`config.mk`:
```
export PLATFORM = sky130hd
export DESIGN_NAME = arp_frame_encoder_flat
export DESIGN_NICKNAME = d
export VERILOG_FILES = /design/src/rtl/arp_pkg.sv /design/src/rtl/arp_frame_encoder_if.sv /design/src/rtl/arp_lane_mux.sv /design/src/rtl/arp_frame_encoder.sv /design/src/flat_wrapper.sv
export SDC_FILE = /design/constraint.sdc
export NUM_CORES = 1
export LEC_CHECK = 0
export ABC_AREA = 1
export CORE_ASPECT_RATIO = 1.25
export CORE_MARGIN = 3
export CORE_UTILIZATION = 40
export CTS_BUF_LIST = sky130_fd_sc_hd__clkbuf_8
export DETAILED_ROUTE_END_ITERATION = 7
export SYNTH_ARGS = -nofsm -noshare
export SYNTH_HDL_FRONTEND = slang
export SYNTH_SLANG_ARGS = --single-unit
```
`constraint.sdc`:
```
create_clock -name clk -period 5.4 [get_ports clk]
set_input_delay 1.62 -clock clk [delete_from_list [all_inputs] [get_ports clk]]
set_output_delay 1.62 -clock clk [all_outputs]
set_load 0.01 [all_outputs]
```
`src/rtl/arp_pkg.sv`:
```
// Shared ARP constants, opcode/state types and the byte-map helper used by
// every lane of the serialiser.
package arp_pkg;

  localparam logic [15:0] ARP_HW_TYPE     = 16'h0001;
  localparam logic [15:0] ARP_PROT_TYPE   = 16'h0800;
  localparam logic [7:0]  ARP_HW_LEN      = 8'h06;
  localparam logic [7:0]  ARP_PROT_LEN    = 8'h04;
  localparam logic [15:0] ARP_OP_REQUEST  = 16'h0001;
  localparam logic [15:0] ARP_OP_REPLY    = 16'h0002;
  localparam int          ARP_LEN         = 28;
  localparam int          ETH_MIN_PAYLOAD = 46;

  typedef enum logic {
    ARP_REPLY   = 1'b0,
    ARP_REQUEST = 1'b1
  } arp_op_t;

  typedef enum logic {
    ST_IDLE = 1'b0,
    ST_SEND = 1'b1
  } arp_state_t;

  // Byte at position idx of the ARP payload; fields are big-endian and any
  // index past the ARP body (padding) is zero. Requests carry an all-zero THA.
  function automatic logic [7:0] arp_byte(input logic [7:0]  idx,
                                          input arp_op_t     op,
                                          input logic [47:0] sha,
                                          input logic [31:0] spa,
                                          input logic [47:0] tha,
                                          input logic [31:0] tpa);
    logic [47:0] tha_eff;
    logic [15:0] opcode;
    logic [7:0]  b;
    tha_eff = (op == ARP_REQUEST) ? 48'h0 : tha;
    opcode  = (op == ARP_REQUEST) ? ARP_OP_REQUEST : ARP_OP_REPLY;
    b       = 8'h00;
    case (idx)
      8'd0:  b = ARP_HW_TYPE[15:8];
      8'd1:  b = ARP_HW_TYPE[7:0];
      8'd2:  b = ARP_PROT_TYPE[15:8];
      8'd3:  b = ARP_PROT_TYPE[7:0];
      8'd4:  b = ARP_HW_LEN;
      8'd5:  b = ARP_PROT_LEN;
      8'd6:  b = opcode[15:8];
      8'd7:  b = opcode[7:0];
      8'd8:  b = sha[47:40];
      8'd9:  b = sha[39:32];
      8'd10: b = sha[31:24];
      8'd11: b = sha[23:16];
      8'd12: b = sha[15:8];
      8'd13: b = sha[7:0];
      8'd14: b = spa[31:24];
      8'd15: b = spa[23:16];
      8'd16: b = spa[15:8];
      8'd17: b = spa[7:0];
      8'd18: b = tha_eff[47:40];
      8'd19: b = tha_eff[39:32];
      8'd20: b = tha_eff[31:24];
      8'd21: b = tha_eff[23:16];
      8'd22: b = tha_eff[15:8];
      8'd23: b = tha_eff[7:0];
      8'd24: b = tpa[31:24];
      8'd25: b = tpa[23:16];
      8'd26: b = tpa[15:8];
      8'd27: b = tpa[7:0];
      default: b = 8'h00;
    endcase
    return b;
  endfunction

endpackage

```
`src/rtl/arp_frame_encoder_if.sv`:
```
// Output beat stream of the ARP serialiser.
// Handshake: a beat transfers on a rising clk edge where out_valid && out_ready;
// once out_valid is high, out_data/out_keep/out_last stay stable until that
// transfer, and out_ready may change freely without affecting valid.
interface arp_frame_encoder_if #(parameter int DW_BYTES = 1);
  logic                  out_valid;
  logic                  out_ready;
  logic [8*DW_BYTES-1:0] out_data;
  logic [DW_BYTES-1:0]   out_keep;
  logic                  out_last;

  modport master (output out_valid, out_data, out_keep, out_last, input out_ready);
  modport slave  (input out_valid, out_data, out_keep, out_last, output out_ready);
endinterface

```
`src/rtl/arp_lane_mux.sv`:
```
// Combinational beat builder: one arp_byte per lane, with lanes past the
// payload length masked to keep=0/data=0.
module arp_lane_mux
  import arp_pkg::*;
#(
  parameter logic [47:0] MAC_ADDR = 48'h0,
  parameter logic [31:0] IP_ADDR  = 32'h0,
  parameter int          DW_BYTES = 1,
  parameter int          PKT_LEN  = ARP_LEN,
  parameter int          BW       = 5
) (
  input  logic [BW-1:0]          beat,
  input  arp_op_t                op,
  input  logic [47:0]            tha,
  input  logic [31:0]            tpa,
  output logic [8*DW_BYTES-1:0]  data,
  output logic [DW_BYTES-1:0]    keep
);

  int idx;

  // Lane l of beat k carries payload byte k*DW_BYTES+l.
  always_comb begin
    data = '0;
    keep = '0;
    idx  = 0;
    for (int lane = 0; lane < DW_BYTES; lane++) begin
      idx = int'(beat) * DW_BYTES + lane;
      if (idx < PKT_LEN) begin
        keep[lane]         = 1'b1;
        data[8*lane +: 8]  = arp_byte(idx[7:0], op, MAC_ADDR, IP_ADDR, tha, tpa);
      end
    end
  end

endmodule

```
`src/rtl/arp_frame_encoder.sv`:
```
// ARP packet serialiser: on start, emits an ARP request/reply (optionally
// padded to the Ethernet minimum payload) as DW_BYTES-wide beats.
module arp_frame_encoder
  import arp_pkg::*;
#(
  parameter logic [47:0] MAC_ADDR   = 48'h0,
  parameter logic [31:0] IP_ADDR    = 32'h0,
  parameter int          DW_BYTES   = 1,
  parameter int          PAD_TO_MIN = 0
) (
  input  logic                clk,
  input  logic                rst,
  input  logic                start,
  input  logic                op,
  input  logic [47:0]         tha,
  input  logic [31:0]         tpa,
  output logic                busy,
  arp_frame_encoder_if.master tx,
  output arp_state_t          dbg_state
);

  localparam int L  = (PAD_TO_MIN != 0) ? ETH_MIN_PAYLOAD : ARP_LEN;
  localparam int N  = (L + DW_BYTES - 1) / DW_BYTES;
  localparam int BW = $clog2(N + 1);
  localparam logic [BW-1:0] LAST_BEAT = BW'(N - 1);

  if (!(DW_BYTES == 1 || DW_BYTES == 2 || DW_BYTES == 4)) begin : g_bad_dw
    $error("arp_frame_encoder: DW_BYTES must be 1, 2 or 4");
  end

  arp_state_t            state, state_d;
  logic [BW-1:0]         beat, beat_d, mux_beat;
  arp_op_t               op_q, mux_op;
  logic [47:0]           tha_q, mux_tha;
  logic [31:0]           tpa_q, mux_tpa;
  logic [8*DW_BYTES-1:0] data_q, mux_data;
  logic [DW_BYTES-1:0]   keep_q, mux_keep;
  logic                  last_q, valid_q;
  logic                  latch, load, clear;

  // While idle the mux looks at the live inputs so beat 0 is ready on accept;
  // while sending it looks at the latched request and the following beat.
  assign mux_beat = (state == ST_IDLE) ? '0 : beat + BW'(1);
  assign mux_op   = (state == ST_IDLE) ? arp_op_t'(op) : op_q;
  assign mux_tha  = (state == ST_IDLE) ? tha : tha_q;
  assign mux_tpa  = (state == ST_IDLE) ? tpa : tpa_q;

  arp_lane_mux #(
    .MAC_ADDR (MAC_ADDR),
    .IP_ADDR  (IP_ADDR),
    .DW_BYTES (DW_BYTES),
    .PKT_LEN  (L),
    .BW       (BW)
  ) u_lane_mux (
    .beat (mux_beat),
    .op   (mux_op),
    .tha  (mux_tha),
    .tpa  (mux_tpa),
    .data (mux_data),
    .keep (mux_keep)
  );

  // Next-state: accept start when idle, advance on each handshake, finish
  // after the last beat transfers.
  always_comb begin
    state_d = state;
    beat_d  = beat;
    latch   = 1'b0;
    load    = 1'b0;
    clear   = 1'b0;
    case (state)
      ST_IDLE: begin
        if (start) begin
          state_d = ST_SEND;
          beat_d  = '0;
          latch   = 1'b1;
          load    = 1'b1;
        end
      end
      ST_SEND: begin
        if (valid_q && tx.out_ready) begin
          if (beat == LAST_BEAT) begin
            state_d = ST_IDLE;
            beat_d  = '0;
            clear   = 1'b1;
          end else begin
            beat_d = mux_beat;
            load   = 1'b1;
          end
        end
      end
      default: begin
        state_d = ST_IDLE;
        beat_d  = '0;
        clear   = 1'b1;
      end
    endcase
  end

  // State, request latch and registered output beat.
  always_ff @(posedge clk) begin
    if (rst) begin
      state   <= ST_IDLE;
      beat    <= '0;
      op_q    <= ARP_REPLY;
      tha_q   <= '0;
      tpa_q   <= '0;
      data_q  <= '0;
      keep_q  <= '0;
      last_q  <= 1'b0;
      valid_q <= 1'b0;
    end else begin
      state <= state_d;
      beat  <= beat_d;
      if (latch) begin
        op_q  <= arp_op_t'(op);
        tha_q <= tha;
        tpa_q <= tpa;
      end
      if (load) begin
        data_q  <= mux_data;
        keep_q  <= mux_keep;
        last_q  <= (mux_beat == LAST_BEAT);
        valid_q <= 1'b1;
      end else if (clear) begin
        data_q  <= '0;
        keep_q  <= '0;
        last_q  <= 1'b0;
        valid_q <= 1'b0;
      end
    end
  end

  assign busy         = (state == ST_SEND);
  assign dbg_state    = state;
  assign tx.out_valid = valid_q;
  assign tx.out_data  = data_q;
  assign tx.out_keep  = keep_q;
  assign tx.out_last  = last_q;

endmodule

```
`src/flat_wrapper.sv`:
```
// flat-port wrapper written by rule: the top's interface ports become plain ports
module arp_frame_encoder_flat import arp_pkg::*;
#(
  parameter logic [47:0] MAC_ADDR   = 48'h0,
  parameter logic [31:0] IP_ADDR    = 32'h0,
  parameter int          DW_BYTES   = 1,
  parameter int          PAD_TO_MIN = 0
)
  (clk, rst, start, op, tha, tpa, busy, dbg_state, tx_out_valid, tx_out_data, tx_out_keep, tx_out_last, tx_out_ready);
  arp_frame_encoder_if #(.DW_BYTES(DW_BYTES)) tx_i ();
  input  logic clk;
  input  logic rst;
  input  logic start;
  input  logic op;
  input  logic [47:0] tha;
  input  logic [31:0] tpa;
  output logic busy;
  output arp_state_t dbg_state;
  output wire logic [$bits(tx_i.out_valid)-1:0] tx_out_valid;
  output wire logic [$bits(tx_i.out_data)-1:0] tx_out_data;
  output wire logic [$bits(tx_i.out_keep)-1:0] tx_out_keep;
  output wire logic [$bits(tx_i.out_last)-1:0] tx_out_last;
  input wire logic [$bits(tx_i.out_ready)-1:0] tx_out_ready;
  assign tx_out_valid = tx_i.out_valid;
  assign tx_out_data = tx_i.out_data;
  assign tx_out_keep = tx_i.out_keep;
  assign tx_out_last = tx_i.out_last;
  assign tx_i.out_ready = tx_out_ready;
  arp_frame_encoder #(.MAC_ADDR(MAC_ADDR), .IP_ADDR(IP_ADDR), .DW_BYTES(DW_BYTES), .PAD_TO_MIN(PAD_TO_MIN)) u_core (.clk(clk), .rst(rst), .start(start), .op(op), .tha(tha), .tpa(tpa), .busy(busy), .tx(tx_i), .dbg_state(dbg_state));
endmodule
```
==> run_results.csv, run 1 <==
group,metric,value,unit
sta,clock_skew,0.00435,ns
clock_tree,cts.sinks,98,
worst_hold_path,worstHoldStart,"u_core.tha_q[10]$_SDFFE_PP0P_",
sta,finalCritPeriodShare,65.5,%
place,place_hpwl,10900,µm
yosys,netlist.top_cell.by_area,"dfxtp_1",
sta,min_period,3.54,ns
worst_setup_path,path_max_fanout,46,
yosys,synth_area_leaders,"dfxtp_1, nand2_1, a21oi_1, nand3b_1, nand3_1",
power,seq_power_share,49.2,%
yosys,synth_area,5740,µm²
worst_setup_path,cp-startpoint,"op",
sta,setup_viol,0,
yosys,yosysTopAreaCellShare,34.2,%
worst_setup_path,worst_setup_path_start_kind,"input port",
grt,antenna_found_initial,0,
sta,slew_headroom,31.2,%
floorplan,rows,48,
worst_setup_path,slowest_delay,0.83,ns
floorplan,core-area,13900,µm²
layout,nets,1048,
power,switching_share,28.5,%
yosys,synth_cells,912,
power,irDropWorstVdd,147,µV
clock_tree,post_cts.repair.setup_buffers,0,
place,portBuffers,97,
power,combPwrFrac,18.5,%
drt,met2WireLength,7860,µm
grt,first_global_vias,5168,
floorplan,fp.dieH,140,µm
grt,overflow,0,
drt,wl_met3,568,µm
layout,nFillCells,1509,
drt,vias_per_cell,4.96,
power,p_clk_share,32.3,%
clock_tree,cts-hold-fix-buffers,0,
yosys,synth_cell_type_count,29,
yosys,syn_nets,998,
worst_setup_path,crit_buf_inv,2,
floorplan,ios,98,
drt,wl,16200,µm
grt,grt_pass1_wl,26000,µm
worst_setup_path,endpoint_kind,"flip-flop",
place,gp_congestion,0.842,
worst_setup_path,cpLargestDelayFamily,"compound AO/OA/AOI/OAI gates",
drt,drcViolationCount,0,
layout,diodes,0,
floorplan,start_util,41.2,%
layout,instances_no_fill,1142,
drt,top_layer,"met4",
power,p_int,1.14,mW
clock_tree,clk_latency,0.37,ns
clock_tree,htreeDepth,3,
worst_setup_path,r2r_setup_slack,2.79,ns
clock_tree,numCtsBuffers,9,
worst_setup_path,critPathRequiredTime,5.70,ns
sta,whs,0.457,ns
place,dp_cells,1126,
sta,tightestPinTransition,1.03,ns
drt,drtAntennaViolNets,0,
floorplan,die-area,15800,µm²
grt,track_usage,20.2,%
drt,wl_met1,7560,µm
layout,area_growth,19.2,%
clock_tree,cts_tree,"done",
power,p_switching,0.454,mW
worst_setup_path,path_cells,"clkdlybuf4s50_1 > o21ai_4 > inv_1 > nor2_1 > nand3_1 > nand2_1 > nor2_1 > nand3_1 > nand2_1 > a21oi_1",
worst_setup_path,worstPathArrival,3.84,ns
sta,slew_violations,0,
power,p_leak,2.95,nW
clock_tree,root_buffer,"clkbuf_8",
yosys,seq_area_frac_synth,34.2,%
status,outcome,"finished, final reports clean",
sta,rsz0062_at_grt,"false",
power,power.density,233,nW/µm²
worst_setup_path,cp_slowest_cell,"o21ai_4",
yosys,ys_ff_latch,98,
yosys,syn_avg_cell_area,6.29,µm²
grt,grt_max_degree,61,
sta,finalHoldViolations,0,
clock_tree,cts.repair.resized,0,
clock_tree,clk_pin_slew_worst_paths,0.09,ns
power,power.total,1.60,mW
floorplan,chipWidth,113,µm
worst_setup_path,path_class,"input port to flip-flop",
drt,vias,5668,
drt,dr.pass1.iters,4,
drt,drt_iter0_drc,405,
drt,wl_per_cell,14.2,µm
flow_run,cap_violations,0,
clock_tree,clk_path_buf_depth,2,
sta,fin_setup_tns,0,ns
sta,fmax,283,MHz
yosys,yosys_warnings,0,
layout,drive_above_1_share,5.07,%
worst_setup_path,reg2reg_from,"u_core.busy$_SDFF_PP0_",
worst_hold_path,hold_path_class,"flip-flop to flip-flop",
-- cell usage in the layout, fill, tap and decap left out --
| cell | count |
|---|---|
| o21ai_0 | 40 |
| clkinv_4 | 1 |
| nor2_1 | 62 |
| buf_4 | 8 |
| nand3b_1 | 33 |
| buf_2 | 1 |
| nor2_4 | 5 |
| nand2_2 | 4 |
| inv_2 | 7 |
| ha_1 | 1 |
| bufinv_16 | 1 |
| nor4_1 | 1 |
| clkdlybuf4s50_1 | 96 |
| nor3_1 | 3 |
| o21ai_4 | 1 |
| a21oi_1 | 66 |
| nand3_4 | 1 |
| inv_1 | 51 |
| o31ai_1 | 1 |
| clkinvlp_4 | 1 |
| dfxtp_4 | 1 |
| nand4_1 | 11 |
| dfxtp_1 | 97 |
| mux2i_1 | 3 |
| clkbuf_8 | 12 |
| nand3_2 | 2 |
| nor2_8 | 1 |
| o21ai_1 | 1 |
| nand3_1 | 49 |
| nor2_2 | 3 |
| nand2_1 | 373 |
| a2bb2oi_1 | 1 |
| a211oi_1 | 29 |
-- worst paths after layout --
kind	end	cells past startpoint
hold / removal	u_core.tha_q[10]$_SDFFE_PP0P_	2
hold reg to reg	u_core.tha_q[10]$_SDFFE_PP0P_	2
setup / recovery	u_core.tx.out_data[0]$_SDFFE_PP0P_	10
setup reg to reg	u_core.tx.out_data[5]$_SDFFE_PP0P_	9
-- state kept, by name, summed over array words and instances, names as in the netlist --
register / cells
u_core.beat: 5
u_core.busy: 1
u_core.op_q: 1
u_core.tha_q: 48
u_core.tpa_q: 32
u_core.tx.out_data: 8
u_core.tx.out_keep: 1
u_core.tx.out_last: 1
u_core.tx.out_valid: 1
-- layer usage --
layer | track usage (%) | vias to the layer above
met5 | 0 | -
met4 | 4.94 | 0
met3 | 2.72 | 15
met2 | 34.3 | 95
met1 | 27.0 | 2532
li1 | - | 3026
-- cell usage after synthesis --
library cell / n
a211oi_1: 29
ha_1: 1
nand3_1: 49
inv_2: 7
buf_2: 24
o21ai_1: 1
nor4_1: 1
o31ai_1: 1
buf_4: 14
nor2_4: 4
a21oi_1: 66
nor2_2: 3
nand2_1: 373
mux2i_1: 3
inv_1: 50
nor2_8: 1
nor3_1: 3
dfxtp_1: 98
buf_6: 5
nand4_1: 11
nand3_2: 2
nor2_1: 63
nand3_4: 1
o21ai_4: 1
clkbuf_1: 23
nand2_2: 4
nand3b_1: 33
a2bb2oi_1: 1
o21ai_0: 40
-- cell type report --
class                           count  area, µm²  area share, %
Clock inverter                      4       50.0          0.732
Timing Repair Buffer              105       1030           15.0
Multi-Input combinational cell    691       3200           46.8
Sequential cell                    98       1970           28.7
Clock buffer                       12        165           2.41
Tap cell                          175        219           3.20
Inverter                           57        214           3.13
-- metrics by stage --
step	cell area, µm²	worst slack, ns	utilization [%]
after floorplan	5740	2.80	-
after global placement	6630	1.53	47.6
after detailed placement	6630	1.47	47.6
after CTS	6840	1.84	49.1
after global routing	6840	1.58	49.1
final	6840	1.86	49.1
-- power by group through the flow --
| stage | sequential, mW | clock [mW] | combinational, mW |
|---|---|---|---|
| 2_1_floorplan | 0.798 | 0 | 0.183 |
| 3_3_place_gp | 0.800 | 0 | 0.297 |
| 3_5_place_dp | 0.801 | 0 | 0.297 |
| 4_1_cts | 0.784 | 0.528 | 0.298 |
| 5_1_grt | 0.790 | 0.559 | 0.330 |
| 6_report | 0.784 | 0.516 | 0.295 |
-- logic make-up after synthesis --
kind of cell | Yosys count | synth area share (%)
AO/OA/AOI/OAI | 139 | 13.7
adder cells (fa/ha/maj) | 1 | 0.218
buffers and inverters | 123 | 10.1
flip-flops | 98 | 34.2
multiplexers | 3 | 0.523
AND/OR/NAND/NOR | 548 | 41.2
-- worst min-delay path, cell delays in order (launching register included) --
cell and delay, ns:
dfxtp_1 0.31, inv_1 0.06, a21oi_1 0.05
Power figures use the tool's default switching activity.
==> run 2, diff against run 1 <==
--- a/config.mk
+++ b/config.mk
@@ -11,6 +11,7 @@
 export CORE_UTILIZATION = 40
 export CTS_BUF_LIST = sky130_fd_sc_hd__clkbuf_8
 export DETAILED_ROUTE_END_ITERATION = 7
+export PLACE_DENSITY = 0.65
 export SYNTH_ARGS = -nofsm -noshare
 export SYNTH_HDL_FRONTEND = slang
 export SYNTH_SLANG_ARGS = --single-unit
==> constraint.sdc (replaced) <==
create_clock -name clk -period 3 [get_ports clk]
set_input_delay 0.9 -clock clk [delete_from_list [all_inputs] [get_ports clk]]
set_output_delay 0.9 -clock clk [all_outputs]
set_load 0.01 [all_outputs]
==> run 2 against run 1 <==
Compared with the run above: combinational power grew 81%; core utilization grew 0.24 points; worst hold slack gained 0.0039 ns; total power grew 76%; clock-buffer cell count shrank 3; register-to-register slack lost 2.2 ns; sequential cell count is the same; clock power grew 67%; worst setup slack lost 1.3 ns; design area grew 0.49%; die area is the same; critical endpoint is now busy; largest cell class unchanged.
==> run_results.csv, run 2 (synthesis gave the netlist of run 1 again) <==
group,metric,value,unit
layout,diodes,0,
layout,regMostFlops,"u_core.tha_q",
floorplan,rows,48,
drt,wl,16000,µm
sta,finalHoldViolations,0,
worst_setup_path,cpLargestDelayFamily,"buffers and inverters",
clock_tree,post_cts.repair.setup_buffers,0,
grt,antenna_found_initial,0,
sta,slew_violations,0,
clock_tree,htreeDepth,3,
status,outcome,"finished, final reports clean",
sta,rsz0062_at_grt,"false",
sta,whs,0.461,ns
clock_tree,cts.sinks,98,
drt,vias,5776,
worst_hold_path,worstHoldStart,"u_core.tha_q[24]$_SDFFE_PP0P_",
floorplan,fp.dieH,140,µm
place,portBuffers,97,
grt,track_usage,20.0,%
power,irDropWorstVdd,201,µV
worst_setup_path,critPathRequiredTime,2.10,ns
sta,finalCritPeriodShare,81.2,%
power,power.density,409,nW/µm²
floorplan,chipWidth,113,µm
worst_setup_path,path_class,"flip-flop to primary output",
layout,area_growth,19.8,%
clock_tree,cts.repair.resized,0,
layout,final_common_cell,"nand2_1",
layout,drive_above_1_share,5.17,%
sta,clock_skew,0.0116,ns
clock_tree,clk_path_buf_depth,2,
clock_tree,root_buffer,"clkbuf_8",
grt,first_global_vias,5255,
sta,min_period,2.44,ns
sta,fin_setup_tns,0,ns
drt,vias_per_cell,5.05,
clock_tree,clk_pin_slew_worst_paths,0.09,ns
drt,drtAntennaViolNets,0,
layout,largest_register_ffs,48,
worst_setup_path,worst_setup_path_start_kind,"flip-flop",
drt,drt_iter0_drc,377,
clock_tree,cts_tree,"done",
drt,dr.pass1.iters,5,
worst_setup_path,slowest_delay,0.60,ns
floorplan,die-area,15800,µm²
layout,final_cell_mix,"nand2_1, dfxtp_1, clkdlybuf4s50_1",
worst_setup_path,reg2reg_from,"u_core.beat[0]$_SDFFE_PP0P_",
sta,slew_headroom,43.3,%
worst_setup_path,worstPathArrival,1.54,ns
grt,grt_pass1_wl,26000,µm
worst_setup_path,path_max_fanout,26,
floorplan,core-area,13900,µm²
clock_tree,clk_latency,0.37,ns
worst_setup_path,crit_buf_inv,1,
grt,grt_max_degree,104,
sta,fmax,411,MHz
worst_setup_path,path_cells,"clkdlybuf4s50_1",
clock_tree,cts-hold-fix-buffers,0,
floorplan,ios,98,
layout,nets,1050,
worst_setup_path,cp-startpoint,"u_core.busy$_SDFF_PP0_",
floorplan,start_util,41.2,%
sta,setup_viol,0,
place,place_hpwl,10800,µm
power,p_leak,2.97,nW
grt,overflow,0,
flow_run,cap_violations,0,
worst_setup_path,endpoint_kind,"primary output",
layout,nFillCells,1493,
place,gp_congestion,0.863,
sta,tightestPinTransition,0.844,ns
worst_setup_path,cp_slowest_cell,"clkdlybuf4s50_1",
drt,wl_per_cell,14.0,µm
drt,drcViolationCount,0,
worst_hold_path,hold_path_class,"flip-flop to flip-flop",
clock_tree,numCtsBuffers,9,
## run 2: worst paths after layout
kind / cells past startpoint / slack (ns) / endpoint
max: 1 / 0.56 / busy
min: 2 / 0.46 / u_core.tha_q[24]$_SDFFE_PP0P_
max reg2reg: 11 / 0.61 / u_core.tx.out_data[5]$_SDFFE_PP0P_
min reg2reg: 2 / 0.46 / u_core.tha_q[24]$_SDFFE_PP0P_
## run 2: layer usage
| layer | wire [µm] | track usage [%] | vias up |
|---|---|---|---|
| met5 | 0 | 0 | - |
| met4 | 200 | 5.38 | 0 |
| met3 | 653 | 2.94 | 16 |
| met2 | 7940 | 34.5 | 125 |
| met1 | 7230 | 26.1 | 2600 |
| li1 | - | - | 3035 |
## run 2: area by class of cell
class | count | area, µm² | area share (%)
clock buffer | 9 | 124 | 1.80
clock inverter | 6 | 60.1 | 0.874
sequential | 98 | 1970 | 28.6
tap | 175 | 219 | 3.18
inverter | 57 | 214 | 3.11
timing repair buffer | 107 | 1090 | 15.9
multi-input combinational | 691 | 3200 | 46.6
## run 2: power by group
group	switching (mW)	leakage [nW]	internal, mW
logic	0.299	2.07	0.234
clock network	0.485	0.0963	0.378
registers	0.0444	0.806	1.38
total	0.828	2.97	1.99
## run 2: per-stage QoR
stage                     util (%)  power [mW]  cell area (µm²)  setup slack, ns  cells
final                         49.3        2.82             6880            0.564   1143
after detailed placement      48.0        1.98             6690            0.389   1128
after CTS                     49.3        2.84             6880            0.534   1143
after global placement        48.0        1.98             6690            0.438   1128
after global routing          49.3        2.96             6880            0.440   1143
after floorplan                  -        1.77             5740             1.12    912
==> run 3, diff against run 2 <==
--- a/config.mk
+++ b/config.mk
@@ -11,7 +11,6 @@
 export CORE_UTILIZATION = 40
 export CTS_BUF_LIST = sky130_fd_sc_hd__clkbuf_8
 export DETAILED_ROUTE_END_ITERATION = 7
-export PLACE_DENSITY = 0.65
 export SYNTH_ARGS = -nofsm -noshare
 export SYNTH_HDL_FRONTEND = slang
 export SYNTH_SLANG_ARGS = --single-unit
==> constraint.sdc (replaced) <==
create_clock -name clk -period 2.4 [get_ports clk]
set_input_delay 0.72 -clock clk [delete_from_list [all_inputs] [get_ports clk]]
set_output_delay 0.72 -clock clk [all_outputs]
set_load 0.01 [all_outputs]
==> run 3 against run 2 <==
Compared with the run above: clock-buffer cell count unchanged; global-route usage up 0.78 points; register-to-register slack worse by 0.31 ns; clock skew decreased by 0.0027 ns; critical endpoint is now dbg_state; highest routed layer unchanged.
==> run_results.csv, run 3 (synthesis gave the netlist of run 1 again) <==
group,metric,value,unit
grt,globalRouteMet3Util,3.03,%
worst_setup_path,r2r_end,"u_core.tx.out_data[7]$_SDFFE_PP0P_",
layout,final_common_cell,"nand2_1",
sta,fin_setup_tns,0,ns
worst_setup_path,worstPathArrival,1.56,ns
status,outcome,"finished, final reports clean",
worst_setup_path,path_cells,"clkdlybuf4s50_1",
floorplan,chipWidth,113,µm
floorplan,rows,48,
clock_tree,cts.sinks,98,
drt,drt_iter0_drc,423,
sta,fmax,438,MHz
worst_setup_path,worst_setup_path_start_kind,"flip-flop",
place,gp_congestion,0.880,
layout,final_cell_mix,"nand2_1, dfxtp_1, clkdlybuf4s50_1",
worst_setup_path,path_class,"flip-flop to primary output",
place,portBuffers,97,
drt,vias_per_cell,5.05,
floorplan,core-area,13900,µm²
drt,vias,5844,
drt,dr.pass1.iters,5,
place,place_hpwl,11500,µm
grt,grt_pass1_wl,26800,µm
grt,track_usage,20.8,%
clock_tree,clk_latency,0.38,ns
drt,drcViolationCount,0,
worst_setup_path,reg2reg_from,"u_core.beat[1]$_SDFFE_PP0P_",
worst_setup_path,endpoint_kind,"primary output",
layout,largest_register_ffs,48,
worst_setup_path,critPathRequiredTime,1.68,ns
floorplan,fp.dieH,140,µm
floorplan,start_util,41.2,%
worst_setup_path,reg2reg_depth,12,
floorplan,die-area,15800,µm²
worst_setup_path,cp_slowest_cell,"clkdlybuf4s50_1",
worst_setup_path,crit_buf_inv,1,
sta,slew_headroom,70.6,%
drt,drtAntennaViolNets,0,
power,irDropWorstVdd,243,µV
sta,min_period,2.28,ns
clock_tree,numCtsBuffers,9,
grt,overflow,0,
drt,wl_per_cell,14.4,µm
grt,met2_usage,35.6,%
sta,rsz0062_at_grt,"false",
grt,grt_max_degree,96,
clock_tree,clk_path_buf_depth,2,
clock_tree,clk_pin_slew_worst_paths,0.10,ns
grt,first_global_vias,5352,
floorplan,ios,98,
power,p_leak,3.05,nW
sta,slew_violations,0,
power,power.density,514,nW/µm²
layout,regMostFlops,"u_core.tha_q",
worst_setup_path,r2r_setup_slack,0.30,ns
worst_setup_path,path_max_fanout,22,
sta,finalHoldViolations,0,
worst_hold_path,hold_path_class,"flip-flop to flip-flop",
grt,antenna_found_initial,0,
layout,drive_above_1_share,6.62,%
worst_setup_path,crit_cells,1,
grt,top_usage_layer,"met2",
layout,finalCoreUtilization,50.5,%
layout,diodes,0,
worst_setup_path,slowest_delay,0.61,ns
clock_tree,cts.repair.resized,0,
drt,wl,16700,µm
clock_tree,htreeDepth,3,
clock_tree,root_buffer,"clkbuf_8",
clock_tree,cts-hold-fix-buffers,0,
clock_tree,cts_tree,"done",
worst_setup_path,cpLargestDelayFamily,"buffers and inverters",
sta,finalCritPeriodShare,95.1,%
worst_setup_path,cp-startpoint,"u_core.busy$_SDFF_PP0_",
sta,clock_skew,0.00886,ns
layout,area_growth,22.6,%
clock_tree,post_cts.repair.setup_buffers,0,
grt,grt_use_met1,27.0,%
sta,setup_viol,0,
flow_run,cap_violations,0,
sta,tightestPinTransition,0.442,ns
worst_setup_path,cp-endpoint,"dbg_state",
layout,nets,1063,
run 3: changes by cell type in the layout (fill, tap and decap cells not counted):
cell	before	now
buf_4	6	15
buf_12	4	8
inv_6	0	3
clkinv_4	1	0
inv_1	51	50
run 3: power by group:
group          leakage (nW)  switching (mW)  total, mW  internal, mW
clock network         0.100           0.656       1.15         0.491
logic                  2.15           0.385      0.700         0.315
registers             0.806          0.0536       1.77          1.72
total                  3.05            1.09       3.62          2.53
run 3: worst min-delay path by stage:
stage / slack [ns] / cells past startpoint / endpoint / startpoint
3_3_place_gp: 0.44 / 2 / u_core.tha_q[24]$_SDFFE_PP0P_ / u_core.tha_q[24]$_SDFFE_PP0P_
3_5_place_dp: 0.45 / 2 / u_core.tha_q[10]$_SDFFE_PP0P_ / u_core.tha_q[10]$_SDFFE_PP0P_
4_1_cts: 0.46 / 2 / u_core.tha_q[10]$_SDFFE_PP0P_ / u_core.tha_q[10]$_SDFFE_PP0P_
2_1_floorplan: 0.43 / 2 / u_core.op_q$_SDFFE_PP0P_ / u_core.op_q$_SDFFE_PP0P_
6_report: 0.46 / 2 / u_core.tha_q[10]$_SDFFE_PP0P_ / u_core.tha_q[10]$_SDFFE_PP0P_
5_1_grt: 0.48 / 2 / u_core.tha_q[10]$_SDFFE_PP0P_ / u_core.tha_q[10]$_SDFFE_PP0P_
run 3: layout make-up:
type | count | area [µm²]
Fill cell | 1478 | 6900
Multi-Input combinational cell | 691 | 3200
Sequential cell | 98 | 1970
Timing Repair Buffer | 120 | 1240
Tap cell | 175 | 219
Inverter | 57 | 214
Clock buffer | 9 | 124
Clock inverter | 7 | 73.8
run 3: tightest hold or removal path, stage by stage, from the launching register on:
cell and delay [ns]:
dfxtp_1 0.31, inv_1 0.06, a21oi_1 0.05
run 3: metal layers:
metal,vias up,share of wire (%)
met5,-,0
met1,2652,45
met3,19,4.2
li1,3050,-
met2,123,49
met4,0,1.8
run 3: per-stage QoR:
stage,hold WS [ns],instances,setup WS (ns),instance area (µm²),total power [mW]
finish,0.457,1157,0.118,7040,3.62
detailed placement,0.447,1141,0.0455,6840,2.51
global route,0.477,1157,0.0546,7040,3.81
floorplan,0.429,912,0.620,5740,2.21
CTS,0.463,1157,0.0915,7040,3.65
global placement,0.445,1141,0.0617,6840,2.51
